===== src/rtl/rx_cic_ctrl.sv =====
// Rate-change sequencer around a CIC decimator: drain, reset, settle, run.
// Optional drop counter enabled by defining RX_CIC_CTRL_DROP_CNT_EN.
module rx_cic_ctrl #(
  parameter logic [10:0] RATE_DEFAULT  = 11'd160,
  parameter logic [10:0] RATE_MIN      = 11'd4,
  parameter int          RESET_CYCLES  = 8,
  parameter int          SETTLE_FRAMES = 5,
  parameter int          DRAIN_TIMEOUT = 4095
) (
  input  logic        clk,
  input  logic        reset_n,
  input  logic [10:0] cfg_rate,
  input  logic        cfg_wr,
  output logic        cfg_busy,
  output logic        cfg_err,
  input  logic        src_valid,
  output logic        src_ready,
  output logic        cic_in_valid,
  input  logic        cic_in_ready,
  output logic [10:0] cic_rate,
  output logic        cic_reset_n,
  input  logic        cic_out_valid,
  input  logic        cic_out_endofpacket,
  output logic        cic_out_ready,
  output logic        out_valid,
  input  logic        out_ready,
  output logic [15:0] drop_cnt
);

  typedef enum logic [1:0] {
    RUN,
    DRAIN,
    CRST,
    SETTLE
  } state_t;

  localparam logic [15:0] DRAIN_LAST  = 16'(DRAIN_TIMEOUT - 1);
  localparam logic [15:0] RST_LAST    = 16'(RESET_CYCLES - 1);
  localparam logic [15:0] SETTLE_LAST = 16'(SETTLE_FRAMES - 1);

  state_t      state_q, state_d;
  logic [15:0] cnt_q, cnt_d;
  logic [10:0] pend_q;
  logic [10:0] rate_q;
  logic        err_q;
  logic        wr_ok;
  logic        wr_bad;

  assign wr_ok    = cfg_wr && (state_q == RUN)
                    && (cfg_rate >= RATE_MIN);
  assign wr_bad   = cfg_wr && !wr_ok;
  assign cfg_err  = err_q && !wr_ok;
  assign cic_rate = rate_q;

  always_comb begin
    state_d       = state_q;
    cnt_d         = cnt_q;
    src_ready     = 1'b0;
    cic_in_valid  = 1'b0;
    out_valid     = 1'b0;
    cic_out_ready = 1'b1;
    cic_reset_n   = 1'b1;
    cfg_busy      = 1'b1;
    unique case (state_q)
      RUN: begin
        src_ready     = cic_in_ready;
        cic_in_valid  = src_valid;
        out_valid     = cic_out_valid;
        cic_out_ready = out_ready;
        cfg_busy      = 1'b0;
        if (wr_ok) begin
          state_d = DRAIN;
          cnt_d   = '0;
        end
      end
      DRAIN: begin
        out_valid     = cic_out_valid;
        cic_out_ready = out_ready;
        cnt_d         = cnt_q + 16'd1;
        if ((cic_out_valid && out_ready
             && cic_out_endofpacket)
            || (cnt_q == DRAIN_LAST)) begin
          state_d = CRST;
          cnt_d   = '0;
        end
      end
      CRST: begin
        cic_reset_n = 1'b0;
        cnt_d       = cnt_q + 16'd1;
        if (cnt_q == RST_LAST) begin
          cnt_d = '0;
          if (SETTLE_FRAMES == 0) state_d = RUN;
          else                    state_d = SETTLE;
        end
      end
      SETTLE: begin
        src_ready    = cic_in_ready;
        cic_in_valid = src_valid;
        // every beat is accepted and dropped; count frame ends
        if (cic_out_valid && cic_out_endofpacket) begin
          cnt_d = cnt_q + 16'd1;
          if (cnt_q == SETTLE_LAST) begin
            state_d = RUN;
            cnt_d   = '0;
          end
        end
      end
      default: state_d = CRST;
    endcase
  end

  always_ff @(posedge clk) begin
    if (!reset_n) begin
      state_q <= CRST;
      cnt_q   <= '0;
      rate_q  <= RATE_DEFAULT;
      pend_q  <= RATE_DEFAULT;
      err_q   <= 1'b0;
    end else begin
      state_q <= state_d;
      cnt_q   <= cnt_d;
      if (wr_ok) pend_q <= cfg_rate;
      if (state_q == DRAIN && state_d == CRST)
        rate_q <= pend_q;
      if (wr_ok)       err_q <= 1'b0;
      else if (wr_bad) err_q <= 1'b1;
    end
  end

`ifdef RX_CIC_CTRL_DROP_CNT_EN
  logic        drop_ev;
  logic [15:0] drop_q;

  assign drop_ev = src_valid && !src_ready
                   && (state_q != RUN);

  always_ff @(posedge clk) begin
    if (!reset_n)
      drop_q <= '0;
    else if (wr_ok)
      drop_q <= '0;
    else if (drop_ev && drop_q != 16'hFFFF)
      drop_q <= drop_q + 16'd1;
  end

  assign drop_cnt = drop_q;
`else
  assign drop_cnt = '0;
`endif

endmodule


===== config.mk =====
export PLATFORM = sky130hd
export DESIGN_NAME = rx_cic_ctrl
export DESIGN_NICKNAME = d
export VERILOG_FILES = /design/src/rtl/rx_cic_ctrl.sv
export SDC_FILE = /design/constraint.sdc
export NUM_CORES = 1
export LEC_CHECK = 0
export BUFFER_PORTS_ARGS = -buffer_cell sky130_fd_sc_hd__buf_2
export CORE_UTILIZATION = 52
export CTS_CLUSTER_SIZE = 25
export DETAILED_ROUTE_END_ITERATION = 8
export GPL_TIMING_DRIVEN = 0
export HOLD_SLACK_MARGIN = 0.15
export PLACE_DENSITY = 0.77
export REMOVE_ABC_BUFFERS = 1
export SYNTH_ARGS = -nofsm -noshare
export SYNTH_HDL_FRONTEND = slang
export SYNTH_SLANG_ARGS = --single-unit
export TNS_END_PERCENT = 10

===== constraint.sdc =====
create_clock -name clk -period 2.87 [get_ports clk]
set_input_delay 0.287 -clock clk [delete_from_list [all_inputs] [get_ports clk]]
set_output_delay 0.287 -clock clk [all_outputs]
set_load 0.01 [all_outputs]

Word-level counts from Yosys, hierarchy flattened
Cells that the tools add are included.
{ "totals": {"wordCells": 50, "inputBits": 19, "ff_bits": 41, "output_inout_bits": 34} }
{ "classes": {"eq_ne": 9, "n_reduce_logical": 15, "n_addsub": 1, "muxes": 18, "n_lt_le_gt_ge": 1, "bitwise_logic": 1} }
{ "op_table": {"columns": ["op", "count"], "rows": [
  ["$mux W16", 5],
  ["$pmux W16 S4", 1],
  ["$eq A16 B3 Y1 const B", 2],
  ["$add A16 B1 Y16 const B", 1],
  ["$eq A16 B12 Y1 const B", 1],
  ["$ge A11 B3 Y1 const B", 1],
  ["$mux W2", 5],
  ["$logic_and A1 B1 Y1", 8],
  ["$pmux W2 S4", 1],
  ["$eq A2 B2 Y1 const B", 3],
  ["$mux W1", 6],
  ["$reduce_or A2 Y1", 3],
  ["$ne A2 B2 Y1 const B", 2],
  ["$eq A2 B1 Y1 const B", 1],
  ["$logic_not A2 Y1", 1],
  ["$reduce_and A2 Y1", 1],
  ["$logic_not A1 Y1", 1],
  ["$logic_or A1 B1 Y1", 1],
  ["$not A1 Y1", 1]
]} }

Longest topological paths before layout
{ "logic_depth": {"word_depth": 7, "ltp_mapped": 9, "ltp_nobuf": 7} }

Worst setup path before layout
Ideal clock, no wire load.
{ "synth_timing": {"path_type": "register to register", "startpoint": "register cnt_q[12]", "endpoint": "register rate_q[0] (netlist: cic_rate[0])", "stages_incl_launch_ff": 7, "arrival_ns": 2.115, "setup_ns": 0.072, "path_buffers": 1, "required_time_ns": 2.798, "slack_ns": 0.683, "period_less_slack_ns": 2.187, "cell_sequence": "dfxtp_1 -> or4_4 -> o41ai_4 -> o2111ai_1 -> a211oi_2 -> buf_6 -> mux2i_1"} }
{ "synth_via": {"elab_chain_cells": 6} }
{ "synth_lines": {"columns": ["element", "line", "source"], "rows": [
  ["from (decl)", "42", "logic [15:0] cnt_q, cnt_d;"],
  ["from (signal assigned)", "121", "cnt_q <= cnt_d;"],
  ["$eq A16 B3 Y1 or $eq A16 B12 Y1 (tied branches)", "102, 82", null],
  ["$mux W2 or $logic_or A1 B1 Y1 (tied branches)", "102, 82", null],
  ["$mux W2 (on tied branches)", "100, 80", null],
  ["$pmux W2 S4 (*)", "64", "unique case (state_q)"],
  ["$eq A2 B2 Y1 (*)", "123", "if (state_q == DRAIN && state_d == CRST)"],
  ["$logic_and A1 B1 Y1 (*)", "123", null],
  ["to (signal assigned)", "124", "rate_q <= pend_q;"],
  ["to (decl)", "44", "logic [10:0] rate_q;"]
]} }
Every way passes the cells marked *; elsewhere a longest branch is shown, timed or not.
A chain may end at the register's enable or synchronous reset.

Worst setup path after layout
{ "layout_timing": {"startpoint": "register state_q[1]", "endpoint": "output cfg_err"} }
{ "layout_via": {"elab_chain_cells": 5} }
{ "layout_lines": {"columns": ["element", "line", "source"], "rows": [
  ["from (decl)", "41", "state_t state_q, state_d;"],
  ["from (signal assigned)", "120", "state_q <= state_d;"],
  ["$logic_not A2 Y1", "49", "assign wr_ok = cfg_wr && (state_q == RUN)"],
  ["$logic_and A1 B1 Y1", "49", null],
  ["$logic_and A1 B1 Y1", "50", "&& (cfg_rate >= RATE_MIN);"],
  ["$logic_not A1 Y1", "52", "assign cfg_err = err_q && !wr_ok;"],
  ["$logic_and A1 B1 Y1", "52", null],
  ["to (decl)", "15", "output logic cfg_err,"]
]} }
Every way passes these cells.

==> summary.md <==
| Metric | Value |
|---|---|
| Diode count | 0 |
| Area of the mapped netlist | 2290 um2 |
| Fillers | 348 |
| Outcome | completed |
| Syn Area/Cell | 8.94 um2 |
| Largest net degree at the start of global routing | 31 |
| Clk_lat worst skew | 300 ps |
| H-tree depth | 2 |
| Setup Viol. Count Final | 0 |
| I/O Buffers | 36 |
| Routed wire per std cell | 13.7 um |
| Initial cell density of the core | 55.6% |
| Cells after Synth | 256 |
| Vias in the first global route | 1694 |
| Clock sinks | 41 |
| Final period utilization | 92.6% |
| DR iter-0 viols | 60 |
| Grt total ovfl | 0 |
| CP Cell Sequence | inv_1 > ha_1 > nand2_1 > a31oi_2 > nor2b_1 > buf_2 |
| Final hold viol count | 0 |
| Clk_skew | 4.53 ps |
| Worst EP arrival | 2370 ps |
| RSZ-0062 raised after global routing | no |
| Detailed Place HPWL | 3140 um |
| CTS tree | yes |
| CP required | 2580 ps |
| Worst stage delay on the critical path | 830 ps |
| Clock Path Buffers | 2 |
| Total Routing Usage GR | 21.7% |
| CTS root buf | clkbuf_8 |
| Top-area cell type share of the netlist area | 35.9% |
| Dominant cells by area after synthesis | dfxtp_1 36%, mux2i_1 10%, buf_4 5.6% |
| Final min period | 2660 ps |
| Nets | 316 |
| Area occupied by registers | 821 um2 |
| Leakage power | 0.975 nW |
| Initial antenna violation count | 0 |
| Yosys reg bits | 41 |
| Die footprint | 4670 um2 |
| MaxCap Viol Count | 0 |
| P&R area growth vs syn | 11.0% |
| Worst slew pin tran | 1050 ps |
| Hold/Removal Path Class | in2reg |
| FMAX | 0.376 GHz |
| PnR worst setup slack | 213 ps |
| Via count | 1887 |
| Post-DRT Antenna Nets | 0 |
| Slew Limit Headroom | 29.8% |
| Placer Congestion | 0.868 |
| Core area | 4120 um2 |
| Die height | 68.3 um |
| Async S/R FF share, synth | 0% |
| DR pass1 iterations | 4 |
| Drt total wl | 4670 um |
| Pwr Density | 588 nW/um2 |
| Fin. max-slew vios | 0 |
| Vias/cell | 5.55 |
| Max VDD drop | 0.000338 V |
| Crit path max fanout | 15 |
| Setup WS pre-CTS | -330 ps |
| Hold slack | 217 ps |
| Total power | 1.49 mW |
| Critical Path Slowest Stage Cell | a31oi_2 |
| CP Launch Type | flop |
| Clock buffer count from CTS | 5 |
| Worst Setup Path Type | reg2out |
| DIE WIDTH | 68.3 um |
| Seq/Total Area, Yosys | 35.9% |
| Global-route wire length before repair | 7510 um |
| Post-synth top flop | dfxtp_1 |
| Worst-path clk slew | 80 ps |
| Area of the multi-input gates | 1300 um2 |
| # IOs | 53 |
| Distinct cells, synth | 50 |
| Post-synth top area cell | dfxtp_1 |
| Post-synth EDFFs | 0 |
| Crit path capture type | output pin |
| Non-filler cells, final | 340 |
| DRC Markers | 0 |
| # rows | 23 |
| Ys Warns | 0 |
| Share of cells above drive strength 1 | 20.3% |
| Final core utilization | 61.8% |
| Placed insts | 331 |
-- final cells by class --
| cell class | instances | area share (%) |
|---|---|---|
| repair buffers | 37 | 7.88 |
| flip-flops and latches | 41 | 32.3 |
| clock inverters | 3 | 1.82 |
| clock buffers | 5 | 2.71 |
| well taps | 50 | 2.46 |
| multi-input cells | 192 | 51.1 |
| inverters | 12 | 1.77 |
-- where the power goes --
| part | leakage [nW] | switching (mW) | internal, mW |
|---|---|---|---|
| clock network | 0.0543 | 0.216 | 0.260 |
| logic | 0.589 | 0.240 | 0.141 |
| registers | 0.331 | 0.0328 | 0.603 |
| total | 0.975 | 0.490 | 1.00 |
-- kinds of logic after synthesis --
kind of cell | synth area share (%)
multiplexers | 10.1
adder cells (fa/ha/maj) | 4.37
XOR/XNOR | 2.68
AO/OA/AOI/OAI | 16.1
buffers and inverters | 10.2
AND/OR/NAND/NOR | 20.6
other | 0.164
flip-flops | 35.9
-- worst paths after layout --
check	start	endpoint	slack [ps]	depth (start not counted)
hold / removal	cfg_rate[0]	pend_q[0]$_SDFFE_PN0P_	220	3
setup / recovery	state_q[1]$_SDFF_PN1_	cfg_err	210	6
setup reg to reg	cnt_q[12]$_SDFFE_PN0P_	cnt_q[12]$_SDFFE_PN0P_	250	5
hold reg to reg	cic_rate[0]$_SDFFE_PN0P_	cic_rate[0]$_SDFFE_PN0P_	460	2
-- registers in the layout, summed over array words and instances, names as in the netlist --
signal	cells
cic_rate	11
pend_q	11
state_q	2
cnt_q	16
err_q	1
-- through the flow --
stage	setup TNS (ps)	cell area, um2
2_1_floorplan	0	2160
3_3_place_gp	-2850	2400
3_5_place_dp	-3150	2400
4_1_cts	0	2520
5_1_grt	0	2540
6_report	0	2540
-- cells in the mapped netlist (all sizes together), types with 3 or more instances --
library cell and count:
dfxtp 41, nand2 29, mux2i 23, buf 19, nor2 19, inv 12
nor3 12, a211oi 10, o21ai 9, ha 8, or3 7, and3 5
o2111ai 5, xnor2 5, clkbuf 4, nand4 4, a21boi 3, a21oi 3
dlygate4sd3 3, nand3 3, nor2b 3, o21a 3, or4 3
-- critical path: cells and delay by family (launching register included) --
kind / cells / cell delay, ps
AOI/OAI and AO/OA: 1 / 830
adders and majority gates: 1 / 360
DFF: 1 / 340
buffers and inverters: 2 / 330
and+or+nand+nor: 2 / 200
-- placed cells by master (no fill, tap or decap), drive strengths merged, types with 2 or more instances in the layout --
cell     Yosys  layout
a2111oi      2       2
a211oi      10      10
a21boi       3       3
a21oi        3       3
a31oi        2       2
and3         5       5
buf         19      37
clkbuf       4       5
conb         1      16
dfxtp       41      41
ha           8       8
inv         12      12
mux2i       23      23
nand2       29      29
nand3        3       3
nand4        4       4
nor2        19      19
nor2b        3       3
nor3        12      12
nor4         2       2
o2111ai      5       5
o21a         3       3
o21ai        9       9
o41ai        2       2
or3          7       7
or3b         2       2
or4          3       3
xnor2        5       5
xor2         2       2
-- routing by layer --
metal  up-vias  wire length [um]  global-route usage, %
met5         -                 0                      0
met4         0               103                   10.2
met3        10               218                   5.83
met2        53              2130                   35.8
met1       878              2220                   26.0
li1        946                 -                      -
-- timing repair --
| item | CTS | global route |
|---|---|---|
| pin swaps | 0 | 1 |
| gates resized for setup | 1 | 0 |
| endpoints found under the setup margin | 11 | 11 |
| setup buffers | 0 | 1 |
| hold buffers | 0 | 0 |
(Power assumes the default switching activity.)
